--- src/rtl/nes_pkg.sv ---
// -----------------------------------------------------------------------------
// nes_pkg
// Shared definitions for the NES pad poll scheduler: button bit indices, the
// poll sequencer state type, the 8-bit button vector type and a small helper
// used to size counters from parameters.
// -----------------------------------------------------------------------------
package nes_pkg;

   // Button bit positions; also the serial slot index in which each bit arrives.
   localparam int unsigned BTN_A    = 0;
   localparam int unsigned BTN_B    = 1;
   localparam int unsigned BTN_SEL  = 2;
   localparam int unsigned BTN_STRT = 3;
   localparam int unsigned BTN_UP   = 4;
   localparam int unsigned BTN_DN   = 5;
   localparam int unsigned BTN_L    = 6;
   localparam int unsigned BTN_R    = 7;

   localparam int unsigned NUM_BTN  = 8;

   typedef enum logic [1:0] {
      IDLE,
      LATCH,
      SHIFT,
      DONE
   } poll_state_t;

   typedef logic [NUM_BTN-1:0] btn_vec_t;

   function automatic int unsigned max_u(input int unsigned a, input int unsigned b);
      return (a > b) ? a : b;
   endfunction

endpackage

--- src/rtl/sync2.sv ---
// -----------------------------------------------------------------------------
// sync2
// Generic two-flop synchronizer for a single asynchronous input bit.
//
// Ports:
//   i_clk    system clock
//   i_rst_n  asynchronous active-low reset (both flops clear to 0)
//   i_d      asynchronous input
//   o_q      input resynchronized to i_clk, two cycles of latency
// -----------------------------------------------------------------------------
module sync2 (
   input  logic i_clk,
   input  logic i_rst_n,
   input  logic i_d,
   output logic o_q
);

   logic r_meta;
   logic r_sync;

   always_ff @(posedge i_clk or negedge i_rst_n) begin
      if (!i_rst_n) begin
         r_meta <= 1'b0;
         r_sync <= 1'b0;
      end else begin
         r_meta <= i_d;
         r_sync <= r_meta;
      end
   end

   assign o_q = r_sync;

endmodule

--- src/rtl/nes_poll_scheduler.sv ---
// -----------------------------------------------------------------------------
// nes_poll_scheduler
// Single owner of the shared NES latch / serial clock lines for two pad ports.
// Polls on a fixed period (while enabled) or on request, shifts both pads in
// simultaneously and publishes per-frame button vectors plus newly-pressed
// edges with a one-cycle valid strobe.
//
// Parameters:
//   HALF_PER     system clocks per nes_clk half-period (>= 4)
//   LATCH_CYC    system clocks nes_latch is held high (>= 2)
//   POLL_PERIOD  system clocks between automatic polls
//                (> LATCH_CYC + 16*HALF_PER + 2)
//
// Ports:
//   i_clk              system clock
//   i_rst_n            asynchronous active-low reset
//   i_en               enables automatic and requested polls
//   i_poll_req         single-cycle on-demand poll request
//   o_poll_busy        high from poll acceptance through the valid cycle
//   o_nes_latch        shared latch to both pads (registered)
//   o_nes_clk          shared serial clock to both pads (registered)
//   i_nes_d1/i_nes_d2  serial pad data, active-low, asynchronous
//   o_btn1/o_btn2      current button state, active-high
//   o_press1/o_press2  buttons newly pressed in the latest poll
//   o_valid            one-cycle strobe; btn/press updated this cycle
// -----------------------------------------------------------------------------
module nes_poll_scheduler
   import nes_pkg::*;
#(
   parameter int unsigned HALF_PER    = 300,
   parameter int unsigned LATCH_CYC   = 600,
   parameter int unsigned POLL_PERIOD = 833_333
) (
   input  logic       i_clk,
   input  logic       i_rst_n,
   input  logic       i_en,
   input  logic       i_poll_req,
   output logic       o_poll_busy,
   output logic       o_nes_latch,
   output logic       o_nes_clk,
   input  logic       i_nes_d1,
   input  logic       i_nes_d2,
   output logic [7:0] o_btn1,
   output logic [7:0] o_btn2,
   output logic [7:0] o_press1,
   output logic [7:0] o_press2,
   output logic       o_valid
);

   // One phase counter serves both the latch pulse and each shift slot.
   localparam int unsigned PHASE_W = $clog2(max_u(LATCH_CYC, 2 * HALF_PER));
   localparam int unsigned PER_W   = $clog2(POLL_PERIOD);

   localparam logic [PHASE_W-1:0] PH_LATCH_LAST = PHASE_W'(LATCH_CYC - 1);
   localparam logic [PHASE_W-1:0] PH_LOW_LAST   = PHASE_W'(HALF_PER - 1);
   localparam logic [PHASE_W-1:0] PH_SLOT_LAST  = PHASE_W'(2 * HALF_PER - 1);
   localparam logic [PER_W-1:0]   PER_LAST      = PER_W'(POLL_PERIOD - 1);
   localparam logic [2:0]         SLOT_FIRST    = 3'(BTN_A);
   localparam logic [2:0]         SLOT_LAST     = 3'(BTN_R);

   // ---------------------------------------------------------------------------
   // Synchronized pad data
   // ---------------------------------------------------------------------------
   logic w_d1_sync;
   logic w_d2_sync;

   sync2 u_sync_d1 (
      .i_clk   (i_clk),
      .i_rst_n (i_rst_n),
      .i_d     (i_nes_d1),
      .o_q     (w_d1_sync)
   );

   sync2 u_sync_d2 (
      .i_clk   (i_clk),
      .i_rst_n (i_rst_n),
      .i_d     (i_nes_d2),
      .o_q     (w_d2_sync)
   );

   // ---------------------------------------------------------------------------
   // Trigger generation: period counter and single pending flag
   // ---------------------------------------------------------------------------
   poll_state_t      r_state;
   logic [PER_W-1:0] r_per_cnt;
   logic             r_pending;
   logic             w_wrap;
   logic             w_trigger;
   logic             w_accept;

   assign w_wrap    = i_en && (r_per_cnt == PER_LAST);
   assign w_trigger = i_en && (i_poll_req || w_wrap);
   assign w_accept  = (r_state == IDLE) && r_pending;

   always_ff @(posedge i_clk or negedge i_rst_n) begin
      if (!i_rst_n) begin
         r_per_cnt <= '0;
      end else if (!i_en || w_wrap) begin
         r_per_cnt <= '0;
      end else begin
         r_per_cnt <= r_per_cnt + 1'b1;
      end
   end

   // Set wins over clear so a trigger on the acceptance cycle queues a new poll.
   always_ff @(posedge i_clk or negedge i_rst_n) begin
      if (!i_rst_n) begin
         r_pending <= 1'b0;
      end else if (w_trigger) begin
         r_pending <= 1'b1;
      end else if (w_accept) begin
         r_pending <= 1'b0;
      end
   end

   // ---------------------------------------------------------------------------
   // Poll sequencer with registered outputs
   // ---------------------------------------------------------------------------
   logic [PHASE_W-1:0] r_phase;
   logic [2:0]         r_slot;
   btn_vec_t           r_raw1;
   btn_vec_t           r_raw2;
   logic               r_latch;
   logic               r_nes_clk;
   logic               r_busy;
   logic               r_valid;
   btn_vec_t           r_btn1;
   btn_vec_t           r_btn2;
   btn_vec_t           r_press1;
   btn_vec_t           r_press2;

   always_ff @(posedge i_clk or negedge i_rst_n) begin
      if (!i_rst_n) begin
         r_state   <= IDLE;
         r_phase   <= '0;
         r_slot    <= '0;
         r_raw1    <= '0;
         r_raw2    <= '0;
         r_latch   <= 1'b0;
         r_nes_clk <= 1'b0;
         r_busy    <= 1'b0;
         r_valid   <= 1'b0;
         r_btn1    <= '0;
         r_btn2    <= '0;
         r_press1  <= '0;
         r_press2  <= '0;
      end else begin
         r_valid <= 1'b0;
         case (r_state)
            IDLE: begin
               if (w_accept) begin
                  r_state <= LATCH;
                  r_latch <= 1'b1;
                  r_busy  <= 1'b1;
                  r_phase <= '0;
               end
            end

            LATCH: begin
               if (r_phase == PH_LATCH_LAST) begin
                  r_state <= SHIFT;
                  r_latch <= 1'b0;
                  r_phase <= '0;
                  r_slot  <= SLOT_FIRST;
               end else begin
                  r_phase <= r_phase + 1'b1;
               end
            end

            SHIFT: begin
               // Last low-half cycle: sample, and raise nes_clk for the high half.
               if (r_phase == PH_LOW_LAST) begin
                  r_raw1[r_slot] <= w_d1_sync;
                  r_raw2[r_slot] <= w_d2_sync;
                  r_nes_clk      <= 1'b1;
               end
               if (r_phase == PH_SLOT_LAST) begin
                  r_phase   <= '0;
                  r_nes_clk <= 1'b0;
                  if (r_slot == SLOT_LAST) begin
                     // Raw data is active-low; the old btn is the previous frame.
                     r_state  <= DONE;
                     r_valid  <= 1'b1;
                     r_btn1   <= ~r_raw1;
                     r_btn2   <= ~r_raw2;
                     r_press1 <= ~r_raw1 & ~r_btn1;
                     r_press2 <= ~r_raw2 & ~r_btn2;
                  end else begin
                     r_slot <= r_slot + 1'b1;
                  end
               end else begin
                  r_phase <= r_phase + 1'b1;
               end
            end

            DONE: begin
               r_busy  <= 1'b0;
               r_state <= IDLE;
            end

            default: begin
               r_state <= IDLE;
            end
         endcase
      end
   end

   assign o_poll_busy = r_busy;
   assign o_nes_latch = r_latch;
   assign o_nes_clk   = r_nes_clk;
   assign o_valid     = r_valid;
   assign o_btn1      = r_btn1;
   assign o_btn2      = r_btn2;
   assign o_press1    = r_press1;
   assign o_press2    = r_press2;

endmodule
--- config.mk ---
export PLATFORM = sky130hd
export DESIGN_NAME = nes_poll_scheduler
export DESIGN_NICKNAME = d
export VERILOG_FILES = /design/src/rtl/nes_pkg.sv /design/src/rtl/sync2.sv /design/src/rtl/nes_poll_scheduler.sv
export SDC_FILE = /design/constraint.sdc
export NUM_CORES = 1
export LEC_CHECK = 0
export CORE_AREA = 2 2 118 120
export CTS_CLUSTER_DIAMETER = 60
export DETAILED_ROUTE_END_ITERATION = 16
export DIE_AREA = 0 0 120 122
export SLEW_MARGIN = 40
export SYNTH_ARGS = -nofsm -noshare
export SYNTH_HDL_FRONTEND = slang
export SYNTH_HIERARCHICAL = 1
export SYNTH_SLANG_ARGS = --single-unit
export TNS_END_PERCENT = 30
--- constraint.sdc ---
create_clock -name i_clk -period 4.6 [get_ports i_clk]
set_clock_uncertainty 0.2 [all_clocks]
set_input_delay 0.92 -clock i_clk [delete_from_list [all_inputs] [get_ports i_clk]]
set_output_delay 0.92 -clock i_clk [all_outputs]
set_load 0.01 [all_outputs]
Word level (Yosys, flattened, before mapping)
Cells that the tools add are included.
{ "classes": {"n_eq_ne": 12, "n_bitwise": 6, "muxes": 28, "reduce_logical": 23, "add_sub_neg": 3, "magnitude_cmp": 2} }
{ "ops": {"columns": ["op", "count"], "rows": [
  ["8-bit NOT", 4],
  ["20-bit by 1-bit adder with 20-bit output (second input constant)", 1],
  ["20-bit == test (second input constant)", 1],
  ["10-bit 2-to-1 mux", 2],
  ["20-bit 2-to-1 mux", 1],
  ["10-bit case mux with 2 select lines", 1],
  ["8-bit AND", 2],
  ["8-bit bitwise mux", 2],
  ["2-bit nonzero test", 6],
  ["10-bit by 1-bit adder with 10-bit output (second input constant)", 1],
  ["10-bit == test (second input constant)", 1],
  ["10-bit by 9-bit == test with 1-bit output (second input constant)", 1],
  ["1-bit 2-to-1 mux", 10],
  ["2-bit inequality test (second input constant)", 5],
  ["3-bit 2-to-1 mux", 3],
  ["2-bit 2-to-1 mux", 4],
  ["2-bit case mux with 4 select lines", 1],
  ["2-bit AND reduction", 4],
  ["4-bit AND reduction", 2],
  ["3-bit case mux with 2 select lines", 1],
  ["3-bit AND reduction", 2],
  ["2-bit == test (second input constant)", 2],
  ["1-bit logical AND", 4],
  ["3-bit by 4-bit < comparator with 1-bit output (second input constant)", 1],
  ["10 further kinds", 12]
]} }
{ "totals": {"in_bits": 6, "regBits": 92} }

Longest topological paths before layout
Gate-level depths: netlist of the first run.
{ "logic_depth": {"word_depth": 5, "ltp_mapped": 8, "depth_no_buf": 7} }

Hierarchy
The synthesis of the first run kept the hierarchy.
{ "by_module_without_submodules": {"columns": ["mod", "cells_per_inst", "area_each_um2", "seq_area_each_um2", "instances"], "rows": [
  ["nes_poll_scheduler", 352, 3848.7, 2202.1, 1],
  ["sync2", 2, 50.0, 50.0, 2]
]} }

Worst setup path before layout of the first run
OpenSTA, ideal clock, no wires.
{ "synth_path": {"kind": "register to register", "start": "reg r_phase[0]", "end": "reg r_raw1[2]", "required_ns": 4.275, "path_stages_with_launch": 7, "setup_slack_ns": 2.228, "arrival_time_ns": 2.047, "n_path_buf": 0, "period_less_slack_ns": 2.372, "cell_sequence": "dfrtp_1 ha_1 or4b_1 nor4_2 nand2b_2 nor3b_2 mux2_2"} }
{ "synth_via": {"elab_chain_len": 2} }
{ "synth_lines": {"columns": ["element", "line", "text"], "rows": [
  ["from (decl)", "nes_poll_scheduler.sv:119", "logic [PHASE_W-1:0] r_phase;"],
  ["from (signal assigned)", "nes_poll_scheduler.sv:166", "r_phase <= r_phase + 1'b1;"],
  ["from (signal assigned)", "nes_poll_scheduler.sv:192", "r_phase <= r_phase + 1'b1;"],
  ["10-bit by 9-bit == test with 1-bit output", "nes_poll_scheduler.sv:172", "if (r_phase == PH_LOW_LAST) begin"],
  ["2-bit AND reduction (no source line)", null, null],
  ["to (signal, indexed assignment)", "nes_poll_scheduler.sv:173", "r_raw1[r_slot] <= w_d1_sync;"],
  ["to (decl)", "nes_poll_scheduler.sv:121", "btn_vec_t r_raw1;"]
]} }
Every way passes these cells.
A chain may end at the register's enable or synchronous reset.

Worst setup path in the final report of the first run
Ends and elaborated chain as after synthesis.

==> results of run 1 <==
[layout by cell type (no fill, tap or decap), types with 2 or more instances in the layout]
cell type / n
dfrtp_1: 92
nand2_1: 54
clkdlybuf4s50_1: 40
nor2_1: 36
o21ai_0: 23
mux2_2: 20
xor2_1: 19
o31ai_1: 16
nand3_1: 10
ha_1: 9
clkbuf_16: 9
inv_1: 8
nand4_1: 8
a22o_1: 7
xnor2_1: 6
nor3_1: 5
and3_1: 5
a21oi_1: 5
and4_1: 2
nand2b_1: 2
or2b_1: 2
nand3b_1: 2
nor3b_2: 2
inv_6: 2
[path summary, 6_finish.rpt]
kind | end | slack, ps | cells after the start
setup / recovery | r_raw1[2] | 1940 | 6
hold / removal | u_sync_d2/o_q | 200 | 0
setup reg to reg | r_raw1[2] | 1940 | 6
hold reg to reg | u_sync_d2/o_q | 200 | 0
max in group asynchronous | r_state[0] | 3060 | 2
min in group asynchronous | o_valid | 350 | 1
[area by class of cell]
cell class | instances | area, um^2
tap | 180 | 225.2
multi-input combinational | 246 | 1580
sequential | 92 | 2302
inverter | 8 | 30.03
timing repair buffer | 42 | 419.2
fill | 1348 | 8651
clock inverter | 6 | 71.32
clock buffer | 9 | 225.2
[power by group]
part           internal (uW)  switching, uW
sequential               848           44.5
clock                    425            321
combinational            116            161
[cell families (layout without fill, tap and decap cells)]
group / after synthesis / in the layout
xor gates and xnor gates: 25 / 25
adders and majority gates: 9 / 9
and+or+nand+nor: 139 / 139
buffers and inverters: 18 / 65
AOI/OAI and AO/OA: 53 / 53
DFF: 92 / 92
muxes: 20 / 20
[per-layer routing]
layer | GRT usage (%) | up-vias | wire (um)
met5 | 0 | - | 0
met3 | 3.324 | 10 | 262
met4 | 3.088 | 0 | 88
met1 | 14.19 | 1294 | 3580
li1 | - | 1311 | -
met2 | 17.76 | 43 | 3446
[synthesized netlist by cell type, types with 2 or more instances]
cell type	count	area share, %
a21oi_1	5	0.63
a22o_1	7	1.6
and3_1	5	0.79
and4_1	2	0.44
clkbuf_1	8	0.76
dfrtp_1	92	58
ha_1	9	2.9
inv_1	8	0.76
mux2_2	20	5.7
nand2_1	54	5.1
nand2b_1	2	0.32
nand3_1	11	1.4
nand3b_1	2	0.38
nand4_1	8	1.3
nor2_1	36	3.4
nor3_1	5	0.63
nor3b_2	2	0.63
o21ai_0	23	2.9
o31ai_1	16	3.0
or2b_1	2	0.38
xnor2_1	6	1.3
xor2_1	19	4.2
[through the flow]
stage                     setup slack, ps  utilization (%)  std cells  hold slack, ps  cell area (um^2)
after global routing                 1722            35.94        583           215.0              4853
final                                1935            35.94        583           199.4              4853
after floorplan                      2228                -        356           131.2              3949
after global placement               1818            33.66        568           185.2              4546
after detailed placement             1906            33.72        568           178.5              4553
after CTS                            1901            35.91        583           200.6              4850
[state kept, by name, indices dropped and copies added (netlist names), 2 cells and up]
name and cells:
r_state 2, r_raw1 8, r_per_cnt 20, o_btn1 8, o_press1 8, r_raw2 8
o_btn2 8, r_slot 3, o_press2 8, r_phase 10
==> reports/metrics.yaml, run 1 <==
status: "finished, final reports clean"
synth-adder-area-share_pct: 2.852
rows: 43
antenna_found_initial: 0
synthFlopType: "dfrtp_1"
cp_num_buf_inv: 0
synth_top_family_by_area: "simple AND/OR/NAND/NOR gates"
synth_edf_count: 0
finalSetupViolCount: 0
cts_max_path_buffers: 2
critPathMaxStageDelay_ps: 470
finalHoldViolCount: 0
die_x_um: 120
synthXorXnorAreaFrac_pct: 5.545
syn_nets: 371
hold_buffers: 0
final.setup.tns_ps: 0
cts_root_buffer: "clkbuf_16"
grt_start_max_net_pins: 66
maxSlewViolCount: 0
yosys.area_share.simple_pct: 17.05
vdd_ir_drop_max_uv: 214.7
grt-ovfl-total: 0
n_antenna_cell: 0
core-area_um2: 13500
start_util_pct: 29.24
drt_iter0_drc: 169
slowest_stage: "or4b_1"
nets: 414
rsz0062_at_grt: "no"
cts_made_buffers: 9
min_from: "u_sync_d2/r_meta"
synth-warning-count: 6
power_uw: 1916
clk_pin_slew_ps: 70
endpoint_kind: "flop"
port_buffers: 41
clock_sinks: 92
worst_pin_slew_ps: 607.5
synth_compound_area_share_pct: 8.555
yosysSeqAreaShare_pct: 58.30
start_kind: "flop"
gp_congestion: 0.8042
die_y_um: 122
wl_per_cell_um: 12.66
post_drt_via_cell_ratio: 4.559
slew_headroom_pct: 59.50
drcViolationCount: 0
hp-class: "reg2reg"
vias: 2658
ctsResizeCount: 0
fin_crit_sh_pct: 57.93
synth.avg_cell_area_um2: 11.09
max_freq_ghz: 0.3753
regToRegStartpoint: "r_phase[0]"
drive_gt1_share_pct: 10.92
cp_top_family: "simple AND/OR/NAND/NOR gates"
min_period_ps: 2665
maxCapViolCount: 0
dp_hpwl_mm: 5.114
cp-startpoint: "r_phase[0]"
leakage_uw: 0.002172
cts_setup_buffers: 0
worstPathArrival_ps: 2690
path_class: "reg2reg"
dieArea_um2: 14640
ys_seq_elements: 92
worstPathCellList: "ha_1 -> or4b_1 -> nor4_2 -> nand2b_2 -> nor3b_2 -> mux2_2"
netlist_area_um2: 3949
drt_wl_total_mm: 7.378
synthMuxAreaShare_pct: 5.703
htreeDepth: 3
async_flop_share_pct: 100.0
clkLatencyLatePin_ps: 340
syn_inst: 356
crit_required_ps: 4620
ys_types: 36
grt_pass1_wl_mm: 12.76
drt_pre_antenna_iters: 4
grtUsageTotal_pct: 10.95
syn_to_final_growth_pct: 22.91
critPathMaxFanout: 4
p_per_area_nw_per_um2: 394.7
cts_tree: "built"
io_pins: 42
ant_nets: 0
grt_pass1_vias: 2652
Power figures use the tool's default switching activity.
==> run 2, diff against run 1 <==
==> constraint.sdc (replaced) <==
create_clock -name i_clk -period 2.1 [get_ports i_clk]
set_clock_uncertainty 0.2 [all_clocks]
set_input_delay 0.42 -clock i_clk [delete_from_list [all_inputs] [get_ports i_clk]]
set_output_delay 0.42 -clock i_clk [all_outputs]
set_load 0.01 [all_outputs]
==> run 2 against run 1 <==
Against the previous run: the run now ends with setup timing left; total power up 130%; die area unchanged; critical path depth stayed put; register-to-register slack lost 2100 ps; first-iteration DRC count rose by 31%; flip-flop and latch count unchanged; largest power group unchanged.
==> reports/metrics.yaml, run 2 (synthesis results as in run 1) <==
drt_wl_total_mm: 8.877
grt_pass1_wl_mm: 13.87
hp-class: "reg2reg"
start_kind: "flop"
dp_hpwl_mm: 5.534
top_layer: "met4"
largest-register: "r_per_cnt"
drt_iter0_drc: 221
cts_made_buffers: 9
wl_per_cell_um: 14.36
fin_util_pct: 39.66
dr_wl_met2_mm: 4.278
htreeDepth: 3
cts_tree: "built"
fin_crit_sh_pct: 106.1
top_regs: "r_per_cnt x20, r_phase x10"
fillers: 1303
io_pins: 42
maxSlewViolCount: 0
die_x_um: 120
seqCellArea_um2: 2302
max_freq_ghz: 0.4488
syn_to_final_growth_pct: 35.61
post_drt_via_cell_ratio: 4.683
core-area_um2: 13500
multiInputGateArea_um2: 1742
vdd_ir_drop_max_uv: 437.2
vias: 2894
start_util_pct: 29.24
p_per_area_nw_per_um2: 822.5
dp_slack_ps: -124.5
endpoint_kind: "flop"
critPathMaxFanout: 4
drcViolationCount: 0
final_cell_mix: "dfrtp_1, nand2_1, clkdlybuf4s50_1, nor2_1, buf_4"
largest_reg_flops: 20
die_y_um: 122
gp_congestion: 0.7614
met1_length_mm: 4.040
dieArea_um2: 14640
antenna_found_initial: 0
layout.cells.most_common: "dfrtp_1"
clock_sinks: 92
port_buffers: 41
ant_nets: 0
n_antenna_cell: 0
grt-ovfl-total: 0
worst_pin_slew_ps: 493.3
drive_gt1_share_pct: 24.66
fin_ws_ps: -128.2
drt_pre_antenna_iters: 4
crit_required_ps: 2130
wl_met3_um: 368
nets: 448
cts_root_buffer: "clkbuf_16"
finalSetupViolCount: 17
finalHoldViolCount: 0
power_uw: 4405
numPlacedInstances: 593
rows: 43
leakage_uw: 0.002459
status: "finished, violations left"
grtUsageTotal_pct: 12.02
grt_start_max_net_pins: 66
path_class: "reg2reg"
violations: "setup timing"
worstPathArrival_ps: 2260
clk_pin_slew_ps: 70
cts_max_path_buffers: 2
clkLatencyLatePin_ps: 340
slew_headroom_pct: 67.05
rsz0062_at_grt: "yes"
min_period_ps: 2228
grt_pass1_vias: 2931
maxCapViolCount: 0
final_cells: 618
## run 2: path summary, 6_finish.rpt
kind / from / end / slack (ps) / cells after the start
worst max-delay path: r_phase[0] / r_raw2[4] / -130 / 6
worst max register to register: r_phase[0] / r_raw2[4] / -130 / 6
worst min-delay path: u_sync_d2/r_meta / u_sync_d2/o_q / 190 / 0
worst min register to register: u_sync_d2/r_meta / u_sync_d2/o_q / 190 / 0
max in group asynchronous: i_rst_n / r_raw2[7] / 990 / 3
min in group asynchronous: i_rst_n / o_valid / 230 / 2
## run 2: stage by stage
step,cell area (um^2),hold WS (ps),TNS [ps]
after global placement,4798,45.61,-1295
after global routing,5355,207.4,-4444
after floorplan,3976,-75.59,-544.3
after CTS,5094,187.0,-2209
final,5355,194.0,-1715
after detailed placement,4798,45.87,-1754
## run 2: repair_timing
action / 4_1_cts / 5_1_grt
hold endpoints to repair: 92 / 0
hold buffers: 1 / 0
pin swaps: 0 / 6
resized for setup: 0 / 38
setup endpoints to repair: 33 / 59
gates cloned: 0 / 6
setup buffers: 1 / 2
## run 2: cell type report
cell class	instances	share of cell area, %
Multi-Input combinational cell	246	32.52
Inverter	8	0.5607
Sequential cell	92	42.99
Clock buffer	10	4.276
Tap cell	180	4.206
Timing Repair Buffer	76	14.53
Clock inverter	6	0.9112
## run 2: worst max-delay path, stage by stage, from the launching register on
cell and delay, ps:
dfrtp_1 360, ha_2 180, or4b_4 470, nor4_4 190, nand2b_2 140, nor3b_2 220, mux2_2 360
## run 2: report_power, final
group / leakage, uW / internal (uW) / total (uW) / switching, uW
registers: 0.00126 / 1860 / 1950 / 88.5
clock network: 0.000131 / 815 / 1520 / 701
logic: 0.00107 / 496 / 942 / 446
total: 0.00246 / 3170 / 4400 / 1240
## run 2: per-layer routing
layer  track usage [%]  vias to the layer above
met5                 0                        -
met4             4.191                        0
met3             3.979                       17
met2             19.92                       56
met1             14.71                     1441
li1                  -                     1380
